--- src/rtl/pipe_ctrl_pkg.sv ---
`default_nettype none
// ============================================================================
//  Module      : pipe_ctrl_pkg
//  Description : Types and constants shared by the decode logic and the
//                pipeline hazard controller: FSM state encoding and RV32
//                major opcode values.
//  Revision    : 1.0  initial release
// ============================================================================
package pipe_ctrl_pkg;

    // Hazard controller sequencing states; the values are visible on the
    // ctrl_state debug output, so the encoding is fixed.
    typedef enum logic [1:0] {
        ST_RUN      = 2'd0,
        ST_MDU_WAIT = 2'd1,
        ST_MEM_WAIT = 2'd2
    } ctrl_state_e;

    // RV32 major opcodes (inst[6:0]) shared with decode.
    localparam logic [6:0] c_OPC_LOAD   = 7'b0000011;
    localparam logic [6:0] c_OPC_STORE  = 7'b0100011;
    localparam logic [6:0] c_OPC_OP_IMM = 7'b0010011;
    localparam logic [6:0] c_OPC_OP     = 7'b0110011;
    localparam logic [6:0] c_OPC_BRANCH = 7'b1100011;
    localparam logic [6:0] c_OPC_JAL    = 7'b1101111;
    localparam logic [6:0] c_OPC_JALR   = 7'b1100111;
    localparam logic [6:0] c_OPC_LUI    = 7'b0110111;
    localparam logic [6:0] c_OPC_AUIPC  = 7'b0010111;

    // funct7 value that selects the M extension within c_OPC_OP.
    localparam logic [6:0] c_FUNCT7_MULDIV = 7'b0000001;

endpackage : pipe_ctrl_pkg
`default_nettype wire

--- src/rtl/pipe_hazard_ctrl_if.sv ---
`default_nettype none
// ============================================================================
//  Module      : pipe_hazard_ctrl_if
//  Description : Bundle between the pipeline datapath and the hazard
//                controller. The pipeline side (master) reports hazard
//                events; the controller (slave) returns stall/flush strobes.
//                Define HAZARD_PERF_CNT_EN to add the performance counters.
//  Revision    : 1.0  initial release
// ============================================================================
interface pipe_hazard_ctrl_if;

    // Events reported by the pipeline
    logic [4:0] id_rs1;
    logic [4:0] id_rs2;
    logic       id_uses_rs1;
    logic       id_uses_rs2;
    logic [4:0] id_ex_rd;
    logic       id_ex_memRead;
    logic       mispredict;
    logic       mdu_start;
    logic       mdu_done;
    logic       dmem_req;
    logic       dmem_ack;

    // Register controls returned by the controller
    logic       pc_stall;
    logic       if_id_stall;
    logic       if_id_flush;
    logic       id_ex_stall;
    logic       id_ex_flush;
    logic       ex_mem_stall;
    logic       ex_mem_flush;
    logic       mdu_timeout_err;
    logic [1:0] ctrl_state;

`ifdef HAZARD_PERF_CNT_EN
    logic [31:0] perf_stall_cycles;
    logic [31:0] perf_bubbles;
    logic [31:0] perf_flushes;
`endif

    modport master (
`ifdef HAZARD_PERF_CNT_EN
        input  perf_stall_cycles, perf_bubbles, perf_flushes,
`endif
        output id_rs1, id_rs2, id_uses_rs1, id_uses_rs2, id_ex_rd,
               id_ex_memRead, mispredict, mdu_start, mdu_done,
               dmem_req, dmem_ack,
        input  pc_stall, if_id_stall, if_id_flush, id_ex_stall,
               id_ex_flush, ex_mem_stall, ex_mem_flush,
               mdu_timeout_err, ctrl_state
    );

    modport slave (
`ifdef HAZARD_PERF_CNT_EN
        output perf_stall_cycles, perf_bubbles, perf_flushes,
`endif
        input  id_rs1, id_rs2, id_uses_rs1, id_uses_rs2, id_ex_rd,
               id_ex_memRead, mispredict, mdu_start, mdu_done,
               dmem_req, dmem_ack,
        output pc_stall, if_id_stall, if_id_flush, id_ex_stall,
               id_ex_flush, ex_mem_stall, ex_mem_flush,
               mdu_timeout_err, ctrl_state
    );

endinterface : pipe_hazard_ctrl_if
`default_nettype wire

--- src/rtl/hazard_detect.sv ---
`default_nettype none
// ============================================================================
//  Module      : hazard_detect
//  Description : Combinational load-use comparator. Flags when the
//                instruction in ID reads a register that the load in EX
//                has not yet produced. x0 never creates a dependency.
//  Revision    : 1.0  initial release
// ============================================================================
module hazard_detect (
    input  wire logic [4:0] i_id_rs1,
    input  wire logic [4:0] i_id_rs2,
    input  wire logic       i_id_uses_rs1,
    input  wire logic       i_id_uses_rs2,
    input  wire logic [4:0] i_ex_rd,
    input  wire logic       i_ex_mem_read,
    output      logic       o_load_use
);

    logic w_rs1_hit;
    logic w_rs2_hit;

    // Per-operand match against the in-flight load destination
    always_comb begin
        w_rs1_hit  = i_id_uses_rs1 && (i_id_rs1 == i_ex_rd);
        w_rs2_hit  = i_id_uses_rs2 && (i_id_rs2 == i_ex_rd);
        o_load_use = i_ex_mem_read && (i_ex_rd != 5'd0) && (w_rs1_hit || w_rs2_hit);
    end

endmodule : hazard_detect
`default_nettype wire

--- src/rtl/pipe_hazard_ctrl.sv ---
`default_nettype none
// ============================================================================
//  Module      : pipe_hazard_ctrl
//  Description : Stall/flush scheduler for the 5-stage RV32 pipeline.
//                Arbitrates load-use bubbles, mispredict flushes, multi-cycle
//                MDU holds (with timeout) and data-memory wait states.
//                Outputs are combinational from state and inputs and forced
//                low while rst_n is asserted.
//                Optional: define HAZARD_PERF_CNT_EN for perf counters.
//                TMR_W must satisfy 2**TMR_W > MDU_TIMEOUT.
//  Revision    : 1.0  initial release
// ============================================================================
module pipe_hazard_ctrl
    import pipe_ctrl_pkg::*;
#(
    parameter int MDU_TIMEOUT = 64,
    parameter int TMR_W       = 7
) (
    input  wire logic         clk,
    input  wire logic         rst_n,
    pipe_hazard_ctrl_if.slave bus
);

    localparam logic [TMR_W-1:0] c_TMO     = TMR_W'(MDU_TIMEOUT);
    localparam logic [TMR_W-1:0] c_TMR_ONE = TMR_W'(1);
    localparam logic [TMR_W-1:0] c_TMR_MAX = {TMR_W{1'b1}};

    ctrl_state_e      r_state;
    ctrl_state_e      w_state_nxt;
    logic [TMR_W-1:0] r_timer;
    logic [TMR_W-1:0] w_timer_nxt;
    logic             r_err;
    logic             w_err_nxt;
    logic             r_mp_pend;
    logic             w_mp_pend_nxt;

    logic             w_load_use;
    logic             w_bubble;
    logic             w_pc_stall;
    logic             w_if_id_stall;
    logic             w_if_id_flush;
    logic             w_id_ex_stall;
    logic             w_id_ex_flush;
    logic             w_ex_mem_stall;
    logic             w_ex_mem_flush;

    hazard_detect u_hazard_detect (
        .i_id_rs1      (bus.id_rs1),
        .i_id_rs2      (bus.id_rs2),
        .i_id_uses_rs1 (bus.id_uses_rs1),
        .i_id_uses_rs2 (bus.id_uses_rs2),
        .i_ex_rd       (bus.id_ex_rd),
        .i_ex_mem_read (bus.id_ex_memRead),
        .o_load_use    (w_load_use)
    );

    // State, wait timer, sticky timeout error and pending-mispredict flag
    always_ff @(posedge clk or negedge rst_n) begin
        if (!rst_n) begin
            r_state   <= ST_RUN;
            r_timer   <= '0;
            r_err     <= 1'b0;
            r_mp_pend <= 1'b0;
        end else begin
            r_state   <= w_state_nxt;
            r_timer   <= w_timer_nxt;
            r_err     <= w_err_nxt;
            r_mp_pend <= w_mp_pend_nxt;
        end
    end

    // Next-state and stall/flush decode; RUN arbitrates events by priority
    always_comb begin
        w_state_nxt    = r_state;
        w_timer_nxt    = r_timer;
        w_err_nxt      = r_err;
        w_mp_pend_nxt  = r_mp_pend;
        w_bubble       = 1'b0;
        w_pc_stall     = 1'b0;
        w_if_id_stall  = 1'b0;
        w_if_id_flush  = 1'b0;
        w_id_ex_stall  = 1'b0;
        w_id_ex_flush  = 1'b0;
        w_ex_mem_stall = 1'b0;
        w_ex_mem_flush = 1'b0;

        case (r_state)
            ST_RUN: begin
                if (bus.dmem_req && !bus.dmem_ack) begin
                    // Freeze the whole pipe; a branch resolving now must
                    // still redirect once memory releases.
                    w_pc_stall     = 1'b1;
                    w_if_id_stall  = 1'b1;
                    w_id_ex_stall  = 1'b1;
                    w_ex_mem_stall = 1'b1;
                    w_mp_pend_nxt  = bus.mispredict;
                    w_state_nxt    = ST_MEM_WAIT;
                end else if (bus.mispredict) begin
                    // The ID instruction is squashed, so any load-use on
                    // it is irrelevant.
                    w_if_id_flush = 1'b1;
                    w_id_ex_flush = 1'b1;
                end else if (bus.mdu_start) begin
                    // A single-cycle MDU op completes without holding.
                    if (!bus.mdu_done) begin
                        w_pc_stall     = 1'b1;
                        w_if_id_stall  = 1'b1;
                        w_id_ex_stall  = 1'b1;
                        w_ex_mem_flush = 1'b1;
                        w_timer_nxt    = c_TMR_ONE;
                        w_state_nxt    = ST_MDU_WAIT;
                    end
                end else if (w_load_use) begin
                    // One bubble: the load leaves EX next cycle, clearing
                    // the dependency.
                    w_pc_stall    = 1'b1;
                    w_if_id_stall = 1'b1;
                    w_id_ex_flush = 1'b1;
                    w_bubble      = 1'b1;
                end
            end

            ST_MDU_WAIT: begin
                if (bus.mdu_done) begin
                    w_timer_nxt = '0;
                    w_state_nxt = ST_RUN;
                end else if (r_timer == c_TMO) begin
                    // Hung MDU: release the pipe anyway and latch the error.
                    w_err_nxt   = 1'b1;
                    w_timer_nxt = '0;
                    w_state_nxt = ST_RUN;
                end else begin
                    w_pc_stall     = 1'b1;
                    w_if_id_stall  = 1'b1;
                    w_id_ex_stall  = 1'b1;
                    w_ex_mem_flush = 1'b1;
                    if (r_timer != c_TMR_MAX) begin
                        w_timer_nxt = r_timer + c_TMR_ONE;
                    end
                end
            end

            ST_MEM_WAIT: begin
                if (bus.dmem_ack) begin
                    // Apply any redirect that arrived during the wait.
                    w_if_id_flush = r_mp_pend || bus.mispredict;
                    w_id_ex_flush = r_mp_pend || bus.mispredict;
                    w_mp_pend_nxt = 1'b0;
                    w_state_nxt   = ST_RUN;
                end else begin
                    w_pc_stall     = 1'b1;
                    w_if_id_stall  = 1'b1;
                    w_id_ex_stall  = 1'b1;
                    w_ex_mem_stall = 1'b1;
                    w_mp_pend_nxt  = r_mp_pend || bus.mispredict;
                end
            end

            default: begin
                w_timer_nxt   = '0;
                w_mp_pend_nxt = 1'b0;
                w_state_nxt   = ST_RUN;
            end
        endcase
    end

    // Outputs are held low for the whole reset window
    assign bus.pc_stall        = rst_n & w_pc_stall;
    assign bus.if_id_stall     = rst_n & w_if_id_stall;
    assign bus.if_id_flush     = rst_n & w_if_id_flush;
    assign bus.id_ex_stall     = rst_n & w_id_ex_stall;
    assign bus.id_ex_flush     = rst_n & w_id_ex_flush;
    assign bus.ex_mem_stall    = rst_n & w_ex_mem_stall;
    assign bus.ex_mem_flush    = rst_n & w_ex_mem_flush;
    assign bus.mdu_timeout_err = r_err;
    assign bus.ctrl_state      = r_state;

`ifdef HAZARD_PERF_CNT_EN
    logic [31:0] r_perf_stall;
    logic [31:0] r_perf_bubble;
    logic [31:0] r_perf_flush;

    // Free-running event counters, wrapping modulo 2^32
    always_ff @(posedge clk or negedge rst_n) begin
        if (!rst_n) begin
            r_perf_stall  <= '0;
            r_perf_bubble <= '0;
            r_perf_flush  <= '0;
        end else begin
            if (w_pc_stall)    r_perf_stall  <= r_perf_stall + 32'd1;
            if (w_bubble)      r_perf_bubble <= r_perf_bubble + 32'd1;
            if (w_if_id_flush) r_perf_flush  <= r_perf_flush + 32'd1;
        end
    end

    assign bus.perf_stall_cycles = r_perf_stall;
    assign bus.perf_bubbles      = r_perf_bubble;
    assign bus.perf_flushes      = r_perf_flush;
`endif

endmodule : pipe_hazard_ctrl
`default_nettype wire

--- src/flat_wrapper.sv ---
// flat-port wrapper written by rule: the top's interface ports become plain ports
module pipe_hazard_ctrl_flat import pipe_ctrl_pkg::*;
#(
    parameter int MDU_TIMEOUT = 64,
    parameter int TMR_W       = 7
)
  (clk, rst_n, bus_id_rs1, bus_id_rs2, bus_id_uses_rs1, bus_id_uses_rs2, bus_id_ex_rd, bus_id_ex_memRead, bus_mispredict, bus_mdu_start, bus_mdu_done, bus_dmem_req, bus_dmem_ack, bus_pc_stall, bus_if_id_stall, bus_if_id_flush, bus_id_ex_stall, bus_id_ex_flush, bus_ex_mem_stall, bus_ex_mem_flush, bus_mdu_timeout_err, bus_ctrl_state);
  pipe_hazard_ctrl_if bus_i ();
  input  wire logic clk;
  input  wire logic rst_n;
  input wire logic [$bits(bus_i.id_rs1)-1:0] bus_id_rs1;
  input wire logic [$bits(bus_i.id_rs2)-1:0] bus_id_rs2;
  input wire logic [$bits(bus_i.id_uses_rs1)-1:0] bus_id_uses_rs1;
  input wire logic [$bits(bus_i.id_uses_rs2)-1:0] bus_id_uses_rs2;
  input wire logic [$bits(bus_i.id_ex_rd)-1:0] bus_id_ex_rd;
  input wire logic [$bits(bus_i.id_ex_memRead)-1:0] bus_id_ex_memRead;
  input wire logic [$bits(bus_i.mispredict)-1:0] bus_mispredict;
  input wire logic [$bits(bus_i.mdu_start)-1:0] bus_mdu_start;
  input wire logic [$bits(bus_i.mdu_done)-1:0] bus_mdu_done;
  input wire logic [$bits(bus_i.dmem_req)-1:0] bus_dmem_req;
  input wire logic [$bits(bus_i.dmem_ack)-1:0] bus_dmem_ack;
  output wire logic [$bits(bus_i.pc_stall)-1:0] bus_pc_stall;
  output wire logic [$bits(bus_i.if_id_stall)-1:0] bus_if_id_stall;
  output wire logic [$bits(bus_i.if_id_flush)-1:0] bus_if_id_flush;
  output wire logic [$bits(bus_i.id_ex_stall)-1:0] bus_id_ex_stall;
  output wire logic [$bits(bus_i.id_ex_flush)-1:0] bus_id_ex_flush;
  output wire logic [$bits(bus_i.ex_mem_stall)-1:0] bus_ex_mem_stall;
  output wire logic [$bits(bus_i.ex_mem_flush)-1:0] bus_ex_mem_flush;
  output wire logic [$bits(bus_i.mdu_timeout_err)-1:0] bus_mdu_timeout_err;
  output wire logic [$bits(bus_i.ctrl_state)-1:0] bus_ctrl_state;
  assign bus_i.id_rs1 = bus_id_rs1;
  assign bus_i.id_rs2 = bus_id_rs2;
  assign bus_i.id_uses_rs1 = bus_id_uses_rs1;
  assign bus_i.id_uses_rs2 = bus_id_uses_rs2;
  assign bus_i.id_ex_rd = bus_id_ex_rd;
  assign bus_i.id_ex_memRead = bus_id_ex_memRead;
  assign bus_i.mispredict = bus_mispredict;
  assign bus_i.mdu_start = bus_mdu_start;
  assign bus_i.mdu_done = bus_mdu_done;
  assign bus_i.dmem_req = bus_dmem_req;
  assign bus_i.dmem_ack = bus_dmem_ack;
  assign bus_pc_stall = bus_i.pc_stall;
  assign bus_if_id_stall = bus_i.if_id_stall;
  assign bus_if_id_flush = bus_i.if_id_flush;
  assign bus_id_ex_stall = bus_i.id_ex_stall;
  assign bus_id_ex_flush = bus_i.id_ex_flush;
  assign bus_ex_mem_stall = bus_i.ex_mem_stall;
  assign bus_ex_mem_flush = bus_i.ex_mem_flush;
  assign bus_mdu_timeout_err = bus_i.mdu_timeout_err;
  assign bus_ctrl_state = bus_i.ctrl_state;
  pipe_hazard_ctrl #(.MDU_TIMEOUT(MDU_TIMEOUT), .TMR_W(TMR_W)) u_core (.clk(clk), .rst_n(rst_n), .bus(bus_i));
endmodule
--- config.mk ---
export PLATFORM = sky130hd
export DESIGN_NAME = pipe_hazard_ctrl_flat
export DESIGN_NICKNAME = d
export VERILOG_FILES = /design/src/rtl/pipe_ctrl_pkg.sv /design/src/rtl/pipe_hazard_ctrl_if.sv /design/src/rtl/hazard_detect.sv /design/src/rtl/pipe_hazard_ctrl.sv /design/src/flat_wrapper.sv
export SDC_FILE = /design/constraint.sdc
export NUM_CORES = 1
export LEC_CHECK = 0
export CORE_UTILIZATION = 42
export CTS_CLUSTER_SIZE = 28
export DETAILED_ROUTE_END_ITERATION = 7
export PLACE_DENSITY = 0.89
export SLEW_MARGIN = 20
export SYNTH_ARGS = -nofsm -noshare
export SYNTH_HDL_FRONTEND = slang
export SYNTH_SLANG_ARGS = --single-unit
--- constraint.sdc ---
create_clock -name clk -period 2.6 [get_ports clk]
set_input_delay 0.52 -clock clk [delete_from_list [all_inputs] [get_ports clk]]
set_output_delay 0.52 -clock clk [all_outputs]
set_load 0.005 [all_outputs]
==> run metrics, run 1 <==
Site Rows 16; met1 Use GR between 30% and 40%; endpoints failing setup 0; leakage just over 0.7 nW; layout cells sized above 1 27.4%; CTS Buf Count 3; CTS tree built; routed len/inst 19.7 um; Starting Density 44.4%; clk root buf clkbuf_4; routed vias/inst 6.05; CP Launch Type input pin; crit path DAT between 2 and 2.5 ns; pin count of the biggest net entering global routing 11; vias around 1100; Clock Skew between 0.0015 and 0.002 ns; Syn Area/Cell between 8 and 9 um2; Fin. Hold Viols 0; DIE WIDTH 47.5 um; min-delay worst type in -> async; H-tree depth 1; vias in the first global route between 1000 and 1500; fin area 1500 um2; GR Overflow Total 0; Syn. warnings 0; first-pass GRT wire length 4830 um; sequential area share after synthesis between 30% and 40%; MaxCap Viol Count 0; GRT Overall Usage between 30% and 40%; # nets final about 190; DRT iter0 DRCs 65; GP Congestion just over 0.9; final worst path period share a little over nine tenths; initial antenna violation count 0; clock buffer depth 2; post-route ant nets 0; Port Buf Inserts 34; crit path max fanout 2; hpwl dp roughly 2300 um; Setup TNS Final 0 ns; critical path required time between 2 and 2.5 ns; Synth Instances 97; clk_lat worst skew 0.27 ns; peak supply drop 0.000257 V; f_max slightly below 0.4 GHz; RSZ-0062 raised after global routing true; Worst Tran Pin Value between 0.6 and 0.7 ns; GR Util met3 under 10%; Cell Area, Synth 871 um2; core area around 2000 um2; Area growth syn-to-layout 72.3%; # IOs 35; #FFs+latches synth 11; layer with the highest usage met2; die area ~2300 um2; # DRC 0; CP Capture Type primary output; pwr dens ~400 nW/um2; final worst path period need roughly 2.6 ns; DP Area ~1400 um2; Die Y 47.5 um; Mapped Nets approximately 120; outcome finished, final reports clean; met2 usage between 50% and 60%; worst rel slew slack 55.0%; Total Wirelength 3630 um; max-slew violations 0; n_diodes 0; Worst Path Class, Setup in -> out; Clock Pin Slew Worst Setup and Hold Paths ~0.070 ns; First-pass DRT Iterations 5; synth unique cells 42; clock sinks 11; Hold Buf Count CTS 0
[cells by family (layout without fill, tap and decap cells)]
group                    Yosys count  in the layout  share of synthesized area, %
flip-flops                        11             11                          31.6
AND/OR/NAND/NOR                   33             33                          22.8
adder cells (fa/ha/maj)            2              2                          2.87
AO/OA/AOI/OAI                     33             33                          27.7
buffers and inverters              8             68                          4.88
XOR/XNOR                          10             10                          10.1
[where the power goes]
part	switching, mW	leakage [nW]	internal [mW]	total, mW
combinational	0.140	0.559	0.134	0.273
clock	0.0601	0.0150	0.0595	0.120
sequential	0.0142	0.147	0.191	0.205
total	0.214	0.721	0.384	0.598
[flip-flops by register name (all words and copies together) (netlist names)]
register / flops
u_core.bus.ctrl_state: 2
u_core.bus.mdu_timeout_err: 1
u_core.r_mp_pend: 1
u_core.r_timer: 7
[metal layers]
layer | share of wire, % | up-vias
met2 | 51 | 81
met4 | 4.6 | 0
li1 | - | 489
met1 | 37 | 526
met5 | 0 | -
met3 | 7.5 | 18
[area by class of cell]
class	instances	area, um2
Fill cell	125	462
Timing Repair Buffer	59	528
Tap cell	27	33.8
Multi-Input combinational cell	78	618
Sequential cell	11	275
Inverter	5	18.8
Clock buffer	4	26.3
[worst paths after layout]
path	startpoint	cells after the start	slack, ns	to
min in group clk	u_core.bus.mdu_timeout_err	1	0.58	u_core.bus.mdu_timeout_err
worst max register to register	u_core.bus.ctrl_state[1]	6	0.68	u_core.r_timer[0]
max in group asynchronous	rst_n	3	1.74	u_core.r_timer[4]
worst min register to register	u_core.bus.mdu_timeout_err	1	0.58	u_core.bus.mdu_timeout_err
worst max-delay path	bus_mdu_start	5	0.04	bus_ex_mem_flush
worst min-delay path	rst_n	2	0.58	u_core.r_mp_pend
[cells in the mapped netlist (all sizes together)]
| cell | count | share of area (%) |
|---|---|---|
| nor4 | 3 | 2.2 |
| nor3b | 1 | 0.86 |
| xor2 | 8 | 8.0 |
| a41oi | 3 | 3.0 |
| a21boi | 1 | 0.86 |
| and2 | 2 | 1.4 |
| o211ai | 2 | 1.7 |
| nor2b | 3 | 2.2 |
| a311oi | 1 | 1.0 |
| a21oi | 6 | 3.4 |
| or4 | 1 | 0.86 |
| ha | 2 | 2.9 |
| o41ai | 1 | 1.0 |
| a41o | 1 | 1.1 |
| nor2 | 6 | 2.6 |
| nand3 | 2 | 1.1 |
| buf | 3 | 2.7 |
| and3 | 3 | 2.2 |
| o21bai | 1 | 0.86 |
| o21ai | 7 | 4.0 |
| a2bb2oi | 1 | 1.0 |
| and4 | 1 | 1.0 |
| nand2 | 2 | 0.86 |
| or3b | 1 | 1.0 |
| nand3b | 1 | 0.86 |
| a32oi | 1 | 1.0 |
| nand2b | 5 | 4.5 |
| o311a | 1 | 1.1 |
| o31ai | 1 | 0.86 |
| o41a | 1 | 2.4 |
| dfrtp | 11 | 32 |
| inv | 5 | 2.2 |
| a31oi | 2 | 1.4 |
| nor3 | 1 | 0.57 |
| a21o | 2 | 1.7 |
| nand4 | 1 | 0.72 |
| o2111ai | 1 | 1.0 |
| xnor2 | 2 | 2.0 |
[critical path, stage by stage]
cell,delay (ns)
clkdlybuf4s50_1,0.48
or3b_4,0.39
o21ai_2,0.17
and3_1,0.22
dlygate4sd2_1,0.26
[cell usage in the layout (no fill, tap or decap), types with 2 or more instances in the layout]
master,netlist,layout
a31oi_1,2,2
nand3_1,2,2
nand2_1,2,2
nor2b_1,3,3
o211ai_1,2,2
dlygate4sd2_1,0,3
clkdlybuf4s50_1,0,22
o21ai_0,7,6
nor4_1,3,2
nor2_1,6,6
nand2b_1,4,3
a21o_1,2,2
nand2b_4,1,2
xnor2_1,2,2
inv_1,5,4
clkbuf_4,0,3
clkbuf_2,0,2
ha_1,2,2
buf_4,1,24
dfrtp_1,11,11
dlymetal6s2s_1,0,6
a21oi_1,6,6
xor2_1,8,8
a41oi_1,3,3
and3_1,3,3
[metrics by stage]
stage / std cells / hold WS [ns] / total power [mW] / setup slack [ns] / util [%]
3_3_place_gp: 179 / 0.444 / 0.433 / -0.296 / 71.4
2_1_floorplan: 97 / 0.224 / 0.320 / 0.268 / -
4_1_cts: 184 / 0.491 / 0.580 / 0.00257 / 75.1
3_5_place_dp: 179 / 0.476 / 0.444 / -0.370 / 71.4
6_report: 184 / 0.576 / 0.598 / 0.0387 / 76.5
5_1_grt: 184 / 0.589 / 0.626 / -0.0733 / 76.5
[repair_timing]
| action | in CTS | in global routing |
|---|---|---|
| buffers inserted | 1 | 0 |
| resized for setup | 20 | 13 |
| pin swaps | 4 | 6 |
| setup endpoints to repair | 7 | 6 |
(Power assumes the default switching activity.)
==> run 2: changes to the inputs <==
--- a/config.mk
+++ b/config.mk
@@ -11,2 +11,3 @@
 export PLACE_DENSITY = 0.89
+export REMOVE_ABC_BUFFERS = 1
 export SLEW_MARGIN = 20
==> constraint.sdc (replaced) <==
create_clock -name clk -period 2.6 [get_ports clk]
set_input_delay 0.65 -clock clk [delete_from_list [all_inputs] [get_ports clk]]
set_output_delay 0.65 -clock clk [all_outputs]
set_load 0.005 [all_outputs]
==> run metrics, run 2 (synthesis gave the netlist of run 1 again) <==
CP Capture Type primary output; Area growth syn-to-layout 79.7%; GRT Overall Usage 33.9% (+3.0 points); Clock Pin Slew Worst Setup and Hold Paths 0.08 ns (about the same); Total Wirelength 3770 um (+3.8%); fillers 114 (-8.8%); H-tree depth 1 (unchanged); Tot Pwr 0.663 mW (+11%); RSZ-0062 raised after global routing true; core area 1960 um2 (unchanged); min-delay worst type reg -> reg; # DRC 0 (unchanged); Site Rows 16 (unchanged); Clock Skew 0.00960 ns (+0.00762 ns); Hold Buf Count CTS 0 (unchanged); max-slew violations 0 (unchanged); Starting Density 44.4% (unchanged); fin area 1570 um2 (+4.3%); most common cell after layout, fill and taps aside buf_4; Critical Path Start u_core.r_timer[0]; Worst Path Class, Setup reg -> out; Largest Register u_core.r_timer; # IOs 35 (unchanged); vias 1178 (+5.7%); # nets final 195 (+5.4%); critical path required time 1.95 ns (-0.13 ns); area of the multi-input gates 642 um2 (+3.8%); most frequent cells in the layout 34 x buf_4, 14 x dlygate4sd2_1, 11 x dfrtp_1; FF-to-FF End u_core.r_timer[1]; routed len/inst 19.4 um (-1.5%); leakage 0.774 nW (+7.3%); GP Congestion 0.817 (-12%); hpwl dp 2400 um (+4.4%); smallest hold slack 0.469 ns (-0.106 ns); final worst path period need 2.74 ns (+0.182 ns); DRT iter0 DRCs 103 (+58%); endpoints failing setup 2 (+2); CTS Buf Count 3 (unchanged); layout cells sized above 1 36.5% (+9.1 points); vias in the first global route 1124 (+7.6%); clock buffer depth 2 (unchanged); die area 2260 um2 (unchanged); n_diodes 0 (unchanged); reg-to-reg startpoint u_core.r_timer[0]; Worst Tran Pin Value 0.358 ns (-0.311 ns); clk_lat worst skew 0.29 ns (+0.02 ns); R2R depth 7 (+1); r2r setup slk 0.70 ns (+0.02 ns); hold wc startpoint u_core.bus.mdu_timeout_err; pwr dens 423 nW/um2 (+6.3%); CTS tree built; first-pass GRT wire length 5130 um (+6.1%); First-pass DRT Iterations 4 (-1); peak supply drop 0.000334 V (+30%); f_max 0.364 GHz (-6.6%); initial antenna violation count 0 (unchanged); Worst Setup Slack, final -0.144 ns (-0.182 ns); Worst setup endpoint bus_if_id_stall; Layout Utilization 79.8% (+3.3 points); MaxCap Viol Count 0 (unchanged); clk root buf clkbuf_4; Fin. Hold Viols 0 (unchanged); crit path DAT 2.09 ns (+0.05 ns); Die Y 47.5 um (unchanged); Final Non-Filler Cells 194 (+5.4%); max FFs per register 7 (unchanged); DP Area 1420 um2 (+1.1%); DIE WIDTH 47.5 um (unchanged); final worst path period share 106% (+7.0 points); post-route ant nets 0 (unchanged); CP Launch Type flop; GR Overflow Total 0 (unchanged); area taken by flip-flops and latches 275 um2 (unchanged); crit path max fanout 2 (unchanged); dpl cells 181 (+1.1%); pin count of the biggest net entering global routing 11 (unchanged); Port Buf Inserts 34 (unchanged); outcome finished with violations; routed vias/inst 6.07 (+0.29%); worst rel slew slack 76.0% (+21 points); failing checks negative setup slack; clock sinks 11 (unchanged)
-- run 2: layout make-up --
type                       instances  area share [%]
inverter                           5            1.20
timing repair buffer              69            36.4
sequential                        11            17.6
clock buffer                       4            1.68
multi-input combinational         78            41.0
tap                               27            2.16
-- run 2: critical path, stage by stage, from the launching register on --
cell,delay (ns)
dfrtp_1,0.40
inv_2,0.09
ha_4,0.15
nand2b_4,0.06
o41a_4,0.35
o311a_1,0.32
buf_4,0.14
o21bai_4,0.16
buf_2,0.14
-- run 2: repair_timing --
item,4_1_cts,5_1_grt
endpoints found under the setup margin,7,5
buffers inserted,7,2
gates resized for setup,46,14
pin swaps,14,5
-- run 2: worst min path at each step --
stage                            endpoint  slack, ns  cells after the start
2_1_floorplan    u_core.bus.ctrl_state[0]       0.35                      0
6_report       u_core.bus.mdu_timeout_err       0.47                      1
4_1_cts        u_core.bus.mdu_timeout_err       0.46                      1
3_3_place_gp   u_core.bus.mdu_timeout_err       0.44                      1
3_5_place_dp   u_core.bus.mdu_timeout_err       0.45                      1
5_1_grt        u_core.bus.mdu_timeout_err       0.50                      1
-- run 2: metrics by stage --
stage               TNS (ns)  setup WS (ns)
detailed placement     -3.36         -0.609
CTS                   -0.167        -0.0850
floorplan                  0          0.270
global placement       -3.16         -0.557
global route          -0.391         -0.194
finish                -0.282         -0.144
-- run 2: per-layer routing --
layer	vias up	track usage [%]	wire length, um
met5	-	0	0
met4	0	16.1	129
met3	23	14.3	324
met2	84	61.6	1840
met1	560	32.9	1470
li1	511	-	-
-- run 2: power by group --
part / internal, mW / total, mW / switching, mW
sequential: 0.190 / 0.215 / 0.0250
combinational: 0.162 / 0.317 / 0.155
clock: 0.0598 / 0.130 / 0.0707
==> run 3: changes to the inputs <==
REMOVE_ABC_BUFFERS = default   (was 1)
==> run metrics, run 3 (synthesis gave the netlist of run 1 again) <==
clock buffer depth 2 (unchanged); Worst Tran Pin Value 0.326 ns (-0.0318 ns); CP Capture Type primary output; Starting Density 44.4% (unchanged); max-slew violations 0 (unchanged); Worst Path Class, Setup in -> out; First-pass DRT Iterations 4 (unchanged); critical path required time 1.95 ns (about the same); failing checks negative setup slack; Worst Setup Slack, final -0.143 ns (+0.000283 ns); first-pass GRT wire length 4730 um (-7.7%); GP Congestion 0.891 (+9.1%); # nets final 192 (-1.5%); leakage 0.757 nW (-2.2%); routed vias/inst 6.09 (+0.36%); Total Wirelength 4020 um (+6.5%); H-tree depth 1 (unchanged); met2 wire length 1980 um (+7.5%); smallest hold slack 0.516 ns (+0.0469 ns); clock sinks 11 (unchanged); area taken by flip-flops and latches 275 um2 (unchanged); CP Launch Type input pin; clk root buf clkbuf_4; hpwl dp 2250 um (-6.2%); GR Overflow Total 0 (unchanged); routed wl met3 299 um (-7.7%); CTS Buf Count 3 (unchanged); CP peak stage delay 0.43 ns (+0.03 ns); Area growth syn-to-layout 81.8%; pin count of the biggest net entering global routing 11 (unchanged); most frequent cells in the layout 29 x buf_4, 14 x dlygate4sd2_1, 12 x clkdlybuf4s50_1; area of the multi-input gates 662 um2 (+3.1%); # DRC 0 (unchanged); most common cell after layout, fill and taps aside buf_4; crit path max fanout 3 (+1); routed len/inst 21.0 um (+8.2%); Port Buf Inserts 34 (unchanged); clk_lat worst skew 0.27 ns (-0.02 ns); Hold Buf Count CTS 0 (unchanged); max FFs per register 7 (unchanged); fillers 94 (-18%); endpoints failing setup 3 (+1); CTS tree built; core area 1960 um2 (unchanged); Clock Skew 0.000444 ns (-0.00916 ns); Clock Pin Slew Worst Setup and Hold Paths 0.07 ns (about the same); Largest Register u_core.r_timer; worst rel slew slack 78.2% (+2.2 points); Layout Utilization 80.7% (+0.89 points); RSZ-0062 raised after global routing true; crit path max-delay cell type clkdlybuf4s50_1; Setup TNS Final -0.271 ns (+0.0112 ns); met1 wire length 1560 um (+6.4%); Tot Pwr 0.656 mW (-0.91%); min-delay worst type reg -> reg; pwr dens 415 nW/um2 (-2.0%); outcome finished with violations; die area 2260 um2 (unchanged); DIE WIDTH 47.5 um (unchanged); GRT Overall Usage 30.1% (-3.8 points); post-route ant nets 0 (unchanged); layout cells sized above 1 36.6% (+0.058 points); vias in the first global route 966 (-14%); Fin. Hold Viols 0 (unchanged); MaxCap Viol Count 0 (unchanged); Die Y 47.5 um (unchanged); DP Worst Slack -0.655 ns (-0.0459 ns); crit path DAT 2.09 ns (about the same); vias 1164 (-1.2%); final worst path period share 106% (about the same); f_max 0.365 GHz (about the same); # IOs 35 (unchanged); n_diodes 0 (unchanged); critical-path cell list clkdlybuf4s50_1 -> buf_4 -> xnor2_1 -> a32oi_2 -> o31ai_1 -> buf_2; DRT iter0 DRCs 60 (-42%); final worst path period need 2.74 ns (-0.000283 ns); Site Rows 16 (unchanged); DR top layer met4; initial antenna violation count 0 (unchanged); peak supply drop 0.000431 V (+29%)
run 3: worst paths after layout:
| kind | endpoint | depth (start not counted) | slack [ns] | startpoint |
|---|---|---|---|---|
| max | bus_id_ex_flush | 6 | -0.14 | bus_id_ex_rd[0] |
| max reg2reg | u_core.r_timer[0] | 7 | 0.71 | u_core.r_timer[0] |
| min | u_core.bus.mdu_timeout_err | 1 | 0.52 | u_core.bus.mdu_timeout_err |
| min reg2reg | u_core.bus.mdu_timeout_err | 1 | 0.52 | u_core.bus.mdu_timeout_err |
| min in group asynchronous | u_core.bus.ctrl_state[0] | 3 | 0.58 | rst_n |
| max in group asynchronous | u_core.r_timer[3] | 3 | 1.91 | rst_n |
run 3: critical path, delay by kind of cell:
family	cells	cell delay, ns
compound gates	2	0.41
xor+xnor	1	0.28
buf+inv	3	0.76
run 3: report_power, final:
part | internal (mW) | total (mW) | switching, mW
Clock | 0.0594 | 0.121 | 0.0617
Combinational | 0.161 | 0.327 | 0.167
Sequential | 0.191 | 0.208 | 0.0174
run 3: per-layer routing:
metal / vias to the layer above / GRT usage (%)
met5: - / 0
met4: 0 / 8.33
met3: 20 / 8.30
met2: 97 / 52.1
met1: 547 / 36.8
li1: 500 / -
run 3: layout make-up:
| class | instances | share of cell area, % |
|---|---|---|
| clock buffers | 4 | 1.66 |
| inverters | 5 | 1.19 |
| multi-input cells | 78 | 41.8 |
| flip-flops and latches | 11 | 17.4 |
| well taps | 27 | 2.13 |
| repair buffers | 66 | 35.8 |
run 3: per-stage QoR:
stage               std cells  area [um2]
floorplan                  97         871
global placement          181        1420
detailed placement        181        1420
CTS                       188        1500
global route              191        1580
finish                    191        1580
run 3: what timing repair did:
| item | CTS | global route |
|---|---|---|
| gates resized for setup | 45 | 17 |
| pin swaps | 10 | 4 |
| endpoints found under the setup margin | 7 | 7 |
| endpoints found under the hold margin | 0 | 0 |
| buffers inserted | 3 | 3 |
